**config.mk**
```make
export PLATFORM = sky130hd
export DESIGN_NAME = seq_chunk_adder
export DESIGN_NICKNAME = d
export VERILOG_FILES = /design/src/rtl/seq_chunk_adder.sv
export SDC_FILE = /design/constraint.sdc
export NUM_CORES = 1
export LEC_CHECK = 0
export BUFFER_PORTS_ARGS = -buffer_cell sky130_fd_sc_hd__clkbuf_2
export CAP_MARGIN = 20
export CORE_ASPECT_RATIO = 1.75
export CORE_MARGIN = 4
export CORE_UTILIZATION = 39
export DETAILED_ROUTE_END_ITERATION = 10
export SLEW_MARGIN = 10
export SYNTH_ARGS = -nofsm -noshare
export SYNTH_HDL_FRONTEND = slang
export SYNTH_SLANG_ARGS = --single-unit
```
**constraint.sdc**
```tcl
create_clock -name clk -period 3.9 [get_ports clk]
set_input_delay 0.585 -clock clk [delete_from_list [all_inputs] [get_ports clk]]
set_output_delay 0.585 -clock clk [all_outputs]
set_load 0.01 [all_outputs]
```
**src/rtl/seq_chunk_adder.sv**
```systemverilog
// ---------------------------------------------------------------------------
// seq_chunk_adder
//
// Multi-cycle adder/subtractor. Two WIDTH-bit operands are added (or
// subtracted) CHUNK bits per clock, with the carry between chunks held in a
// register. This keeps the carry chain short, so wide operations close timing.
// Operations are accepted and results are returned with a valid/ready
// handshake on each side. Operations never overlap.
//
// Parameters
//   WIDTH      operand/result width; must be a multiple of CHUNK
//   CHUNK      bits processed per cycle (1 <= CHUNK <= WIDTH)
//
// Ports
//   clk        rising-edge clock
//   rst_n      asynchronous active-low reset
//   in_valid   operands/mode present this cycle
//   in_ready   block can accept an operation (high only when idle)
//   a, b       operands (unsigned or two's complement)
//   cin        carry-in, add mode only
//   sub        0 = a+b+cin, 1 = a-b (cin ignored)
//   out_valid  result valid; held until out_ready
//   out_ready  downstream accepts the result
//   sum        result, modulo 2^WIDTH
//   cout       carry-out; in subtract mode 1 means no borrow (a >= b)
//   ovf        signed two's-complement overflow
// ---------------------------------------------------------------------------
module seq_chunk_adder #(
  parameter int WIDTH = 8,
  parameter int CHUNK = 2
) (
  input  logic             clk,
  input  logic             rst_n,
  input  logic             in_valid,
  output logic             in_ready,
  input  logic [WIDTH-1:0] a,
  input  logic [WIDTH-1:0] b,
  input  logic             cin,
  input  logic             sub,
  output logic             out_valid,
  input  logic             out_ready,
  output logic [WIDTH-1:0] sum,
  output logic             cout,
  output logic             ovf
);

  localparam int NCHUNK = WIDTH / CHUNK;
  // Keep the chunk index at least one bit wide so NCHUNK=1 still elaborates.
  localparam int IDXW = (NCHUNK > 1) ? $clog2(NCHUNK) : 1;
  localparam logic [IDXW-1:0] LAST_IDX = IDXW'(NCHUNK - 1);

  typedef enum logic [1:0] {
    ST_IDLE,
    ST_BUSY,
    ST_DONE
  } state_e;

  state_e           state_q, state_d;
  logic [IDXW-1:0]  idx_q, idx_d;
  logic [WIDTH-1:0] a_q, a_d;
  logic [WIDTH-1:0] b_q, b_d;
  logic             carry_q, carry_d;
  logic [WIDTH-1:0] sum_q, sum_d;
  logic             cout_q, cout_d;
  logic             ovf_q, ovf_d;
  logic [CHUNK:0]   chunkRes;

  // State and datapath registers.
  always_ff @(posedge clk or negedge rst_n) begin
    if (!rst_n) begin
      state_q <= ST_IDLE;
      idx_q   <= '0;
      a_q     <= '0;
      b_q     <= '0;
      carry_q <= 1'b0;
      sum_q   <= '0;
      cout_q  <= 1'b0;
      ovf_q   <= 1'b0;
    end else begin
      state_q <= state_d;
      idx_q   <= idx_d;
      a_q     <= a_d;
      b_q     <= b_d;
      carry_q <= carry_d;
      sum_q   <= sum_d;
      cout_q  <= cout_d;
      ovf_q   <= ovf_d;
    end
  end

  // Next-state logic.
  //
  // The operand registers shift right by CHUNK each busy cycle, so the chunk
  // being processed is always in the low CHUNK bits. On the final chunk those
  // low bits hold the operand MSB chunk. The sign bits needed for the overflow
  // test are therefore a_q[CHUNK-1] and b_q[CHUNK-1], and no extra registers
  // are needed for them.
  //
  // Subtraction is a + ~b + 1. The inversion and the forced carry-in are
  // applied once, when the operation is accepted.
  always_comb begin
    state_d  = state_q;
    idx_d    = idx_q;
    a_d      = a_q;
    b_d      = b_q;
    carry_d  = carry_q;
    sum_d    = sum_q;
    cout_d   = cout_q;
    ovf_d    = ovf_q;
    chunkRes = {1'b0, a_q[CHUNK-1:0]} + {1'b0, b_q[CHUNK-1:0]}
             + {{CHUNK{1'b0}}, carry_q};

    case (state_q)
      ST_IDLE: begin
        if (in_valid) begin
          a_d     = a;
          b_d     = sub ? ~b : b;
          carry_d = sub ? 1'b1 : cin;
          idx_d   = '0;
          state_d = ST_BUSY;
        end
      end

      ST_BUSY: begin
        a_d     = a_q >> CHUNK;
        b_d     = b_q >> CHUNK;
        carry_d = chunkRes[CHUNK];
        for (int k = 0; k < NCHUNK; k++) begin
          if (idx_q == IDXW'(k)) begin
            sum_d[k*CHUNK +: CHUNK] = chunkRes[CHUNK-1:0];
          end
        end
        idx_d = idx_q + 1'b1;
        if (idx_q == LAST_IDX) begin
          cout_d  = chunkRes[CHUNK];
          ovf_d   = (a_q[CHUNK-1] == b_q[CHUNK-1]) &&
                    (chunkRes[CHUNK-1] != a_q[CHUNK-1]);
          idx_d   = '0;
          state_d = ST_DONE;
        end
      end

      ST_DONE: begin
        if (out_ready) begin
          state_d = ST_IDLE;
        end
      end

      default: begin
        state_d = ST_IDLE;
      end
    endcase
  end

  assign in_ready  = (state_q == ST_IDLE);
  assign out_valid = (state_q == ST_DONE);
  assign sum       = sum_q;
  assign cout      = cout_q;
  assign ovf       = ovf_q;

endmodule

```
; ---- Word level (Yosys, flattened, before mapping)
; Index checks and enable logic that the tools add are counted.
[word_totals]
romBits = 0
inputBits = 22
ram_bits = 0
n_memories = 0
latch_bits = 0
reg_bits = 31
[classes]
n_div = 0
mul = 0
reduce_logical = 10
n_eq_ne = 10
order_cmp = 0
n_addsub = 3
n_shift = 0
bitwise = 1
muxes = 15
[op_table]
columns = cell, n
row1 = one-hot mux 8 bit (2 select lines), 2
row2 = 2-to-1 mux 8 bit, 3
row3 = 2-to-1 mux 2 bit, 5
row4 = AND reduction 2 bit, 5
row5 = inverter 8 bit, 1
row6 = equality test 2 bit (second input constant), 3
row7 = one-hot mux 2 bit (3 select lines), 1
row8 = equality test 2 x 1 -> 1 bit (second input constant), 2
row9 = logical NOT 2 bit, 2
row10 = != test 2 bit (second input constant), 2
row11 = one-hot mux 2 bit (2 select lines), 1
row12 = adder 2 x 2 -> 3 bit, 1
row13 = adder 3 x 1 -> 3 bit, 1
row14 = AND reduction 3 bit, 1
row15 = adder 2 x 1 -> 2 bit (second input constant), 1
row16 = 2-to-1 mux 1 bit, 2
row17 = != test 2 x 1 -> 1 bit (second input constant), 1
row18 = one-hot mux 1 bit (2 select lines), 1
row19 = nonzero test 2 bit, 1
row20 = equality test 1 bit, 1
row21 = logical AND 1 bit, 1
row22 = != test 1 bit, 1

; ---- Longest topological paths before layout
[depth]
depth_word = 4
mapped_depth = 5

; ---- Worst setup path before layout
; No wires, ideal clock.
[synth_timing]
path_type = reg-to-reg
start = register a_q[0]
end = register ovf_q, in the netlist ovf
stages_incl_launch_ff = 6
setup_time_ns = 0.096
period_less_slack_ns = 1.730
slack_ns = 2.170
arrival_time_ns = 1.634
required_time_ns = 3.804
n_path_buf = 0
cell_sequence = dfrtp_1 -> inv_1 -> fa_1 -> fa_1 -> xor2_1 -> o31ai_1
[synth_via]
elab_chain_cells = 4
[synth_lines]
columns = element, line_no
row1 = from (decl), 60  ; logic [WIDTH-1:0] a_q, a_d;
row2 = from (signal assigned), 73  ; a_q <= '0;
row3 = from (signal assigned), 82  ; a_q <= a_d;
row4 = adder 2 x 2 -> 3 bit, 110  ; chunkRes = {1'b0, a_q[CHUNK-1:0]} + {1'b0, b_q[CHUNK-1:0]}
row5 = adder 3 x 1 -> 3 bit, 111  ; + {{CHUNK{1'b0}}, carry_q};
row6 = != test 1 bit, 137  ; (chunkRes[CHUNK-1] != a_q[CHUNK-1]);
row7 = logical AND 1 bit, 136  ; ovf_d = (a_q[CHUNK-1] == b_q[CHUNK-1]) &&
row8 = to (signal assigned), 87  ; ovf_q <= ovf_d;
row9 = to (decl), 65  ; logic ovf_q, ovf_d;
; No other way between the ends.
; A chain may end at the register's enable or synchronous reset.

; ---- Worst setup path in the final report
[layout_timing]
start = register state_q[0]
end = output out_valid
[layout_via]
elab_chain_cells = 1
[layout_lines]
columns = element, line_no
row1 = from (decl), 58  ; state_e state_q, state_d;
row2 = from (signal assigned), 80  ; state_q <= state_d;
row3 = equality test 2 bit, 156  ; assign out_valid = (state_q == ST_DONE);
row4 = to (decl), 40  ; output logic out_valid,
; No other way between the ends.

==> reports/qor.csv <==
stage,metric,value,unit
worst_setup_path,crit path max fanout,27,
floorplanning,site row count,30,
yosys,sequential area share after synthesis,48.1,%
timing,Final Slew Violations,0,
routing,Antenna Nets Post-Route,0,
clock_tree,clock sinks,31,
routing,wire per inst,14.4,um
outcome,status,"finished, final reports clean",
yosys,simple-gate share of the synthesized area,14.0,%
yosys,cell taking the most area after synthesis,dfrtp_1,
clock_tree,total clock buffers created by CTS,5,
global_routing,first-pass GRT wire length,5940,um
timing,RSZ-0062 raised after global routing,no,
yosys,"FF+latch count, synth",31,
clock_tree,CTS tree,done,
timing,Setup TNS,0,ns
pwr,power per cell area,723,nW/um^2
yosys,post-synthesis cell count,164,
routing,DR iter-0 viols,19,
yosys,Synth Warn #,0,
floorplanning,Die W,56.6,um
yosys,ys async rst share,100,%
clock_tree,post-CTS sizing,0,
clock_tree,H-tree levels,2,
yosys,synthesized cell area,1610,um^2
timing,setup ws final,1.77,ns
timing,Slew @ Worst Pin,0.920,ns
floorplanning,initial core utilization,41.0,%
global_routing,largest net degree at the start of global routing,32,
timing,post-route minimum period,2.13,ns
worst_setup_path,Reg2Reg Depth,3,
placed_design,Place WS,1.76,ns
pwr,Design Power,1.35,mW
worst_setup_path,R2R Setup Slk,1.78,ns
timing,final setup violation count,0,
worst_setup_path,WP data required,3.31,ns
floorplanning,# IOs,34,
yosys,Synth Area in Adders,6.36,%
final_layout,synthesis-to-finish area growth,15.4,%
global_routing,vias in the first global route,1327,
routing,DRC,0,
placed_design,dpl hpwl,2490,um
yosys,Synth area leaders,"dfrtp_1 (48%), o21ai_0 (6.2%), nand2_1 (4.0%)",
clock_tree,"Hold-fix buffers, CTS",0,
worst_setup_path,reg-to-reg startpoint,state_q[0],
timing,hold_ws,0.376,ns
routing,final WL,3480,um
worst_setup_path,critical path class,flip-flop to output pin,
final_layout,Antenna Cells,0,
min_path,Min-Delay Path Class,primary input to asynchronous set/reset pin,
final_layout,nets,223,
clock_tree,"Clk Latency, worst-skew pair",0.28,ns
floorplanning,core area,3940,um^2
timing,fin crit share,54.7,%
clock_tree,clk slew on worst S/H paths,0.06,ns
global_routing,initial antenna violation count,0,
yosys,Yosys cell types,29,
timing,Final Hold Fails,0,
yosys,Post-synth EDFFs,0,
placed_design,Port Buffers,33,
clock_tree,Clock Tree Buf Depth,2,
timing,Worst slew margin,38.5,%
routing,TritonRoute pass-1 iters,4,
timing,Fmax,469,MHz
pwr,maximum VDD drop,0.397,mV
final_layout,post-layout util,47.3,%
pwr,Leakage,0.903,nW
clock_tree,Clock Tree Root,clkbuf_8,
yosys,share of Yosys cell area claimed by the top area cell type,48.1,%
clock_tree,setup bufs post-CTS,0,
yosys,largest family of logic cells by synthesized area,compound AO/OA/AOI/OAI gates,
placed_design,RePlAce Congestion,0.749,
worst_setup_path,Setup crit end kind,output pin,
worst_setup_path,WP data arrival,1.55,ns
yosys,syn_nets,193,
yosys,Syn Area/Cell,9.84,um^2
worst_setup_path,critical path launch point type,flip-flop,
worst_setup_path,RR Endpoint,carry_q,
routing,vias post-DR,1268,
global_routing,GRT Total Usage,14.5,%
final_layout,Layout fillers,401,
final_layout,share of cells above drive strength 1,20.7,%
job,Max Cap Viol,0,
timing,Worst Skew,0.00543,ns
yosys,XOR/XNOR Fraction of Synth Area,4.88,%
yosys,mux cell area share after synthesis,0.620,%
global_routing,grt total ovfl,0,
yosys,compound-gate portion of the synthesized area,20.2,%
floorplanning,Die H,93.1,um
floorplanning,Die ar.,5270,um^2
yosys,Most used DFF post-synth,dfrtp_1,
routing,DR vias/cell,5.26,
flip-flops by register name (all words and copies together) (netlist names):
| signal | count |
|---|---|
| sum | 8 |
| a_q | 8 |
| state_q | 2 |
| b_q | 8 |
| idx_q | 2 |
| ovf | 1 |
| cout | 1 |
| carry_q | 1 |
cell usage after synthesis, types with 2 or more instances:
| cell | count |
|---|---|
| a21oi_1 | 11 |
| o21ai_0 | 20 |
| buf_2 | 6 |
| and3b_1 | 2 |
| a221o_2 | 2 |
| xnor2_1 | 6 |
| ha_1 | 5 |
| nor2_1 | 8 |
| a221o_1 | 3 |
| o32ai_1 | 3 |
| clkbuf_1 | 3 |
| a22oi_1 | 6 |
| xor2_1 | 3 |
| and2b_1 | 6 |
| inv_1 | 12 |
| a22o_1 | 2 |
| nor2b_1 | 4 |
| nand3b_1 | 4 |
| dfrtp_1 | 31 |
| fa_1 | 2 |
| nand2_1 | 17 |
final cells by class:
type	instances	area [um^2]	area share [%]
inverters	12	45.0	2.42
clock buffers	6	72.6	3.90
well taps	48	60.1	3.22
flip-flops and latches	31	776	41.6
multi-input cells	111	744	40.0
repair buffers	33	165	8.86
metrics by stage:
step / cell area (um^2) / std cells
final: 1860 / 241
after CTS: 1860 / 241
after global routing: 1860 / 241
after global placement: 1790 / 235
after detailed placement: 1790 / 235
after floorplan: 1610 / 164
worst max path at each step:
stage                     from        end  slack [ns]  cells past startpoint
floorplan               a_q[0]        ovf        2.17                      5
global placement    state_q[0]    carry_q        1.84                      3
detailed placement  state_q[0]    carry_q        1.76                      3
CTS                 state_q[0]  out_valid        1.73                      3
global route        state_q[0]    carry_q        1.57                      3
finish              state_q[0]  out_valid        1.77                      3
worst max-delay path, cell delays in order (launching register included):
cell and delay [ns]:
dfrtp_1 0.86, nand2b_1 0.22, inv_1 0.06, clkbuf_2 0.12
layout by cell type, fill, tap and decap left out, types with 2 or more instances in the layout:
cell,n
a21oi_1,11
a221o_1,3
a221o_2,2
a22o_1,2
a22oi_1,6
and2b_1,6
and3b_1,2
clkbuf_2,33
clkbuf_8,5
dfrtp_1,31
fa_1,2
ha_1,5
inv_1,12
nand2_1,17
nand3b_1,4
nor2_1,8
nor2b_1,4
o21ai_0,20
o32ai_1,3
xnor2_1,6
xor2_1,3
power by group:
part | leakage [nW] | internal (mW) | switching (mW)
clock | 0.0371 | 0.119 | 0.110
combinational | 0.465 | 0.240 | 0.287
sequential | 0.400 | 0.450 | 0.141
metal layers:
metal	track usage [%]	vias to the layer above	routed length, um
met5	0	-	0
met4	6.93	0	73
met3	4.28	7	196
met2	25.8	39	1800
met1	15.3	601	1410
li1	-	621	-
kinds of logic after synthesis:
kind of cell               after synthesis
AOI/OAI and AO/OA                       51
and+or+nand+nor                         43
DFF                                     31
buffers and inverters                   22
xor gates and xnor gates                 9
adders and majority gates                7
muxes                                    1
No activity file was read; power rests on OpenSTA's default activity.
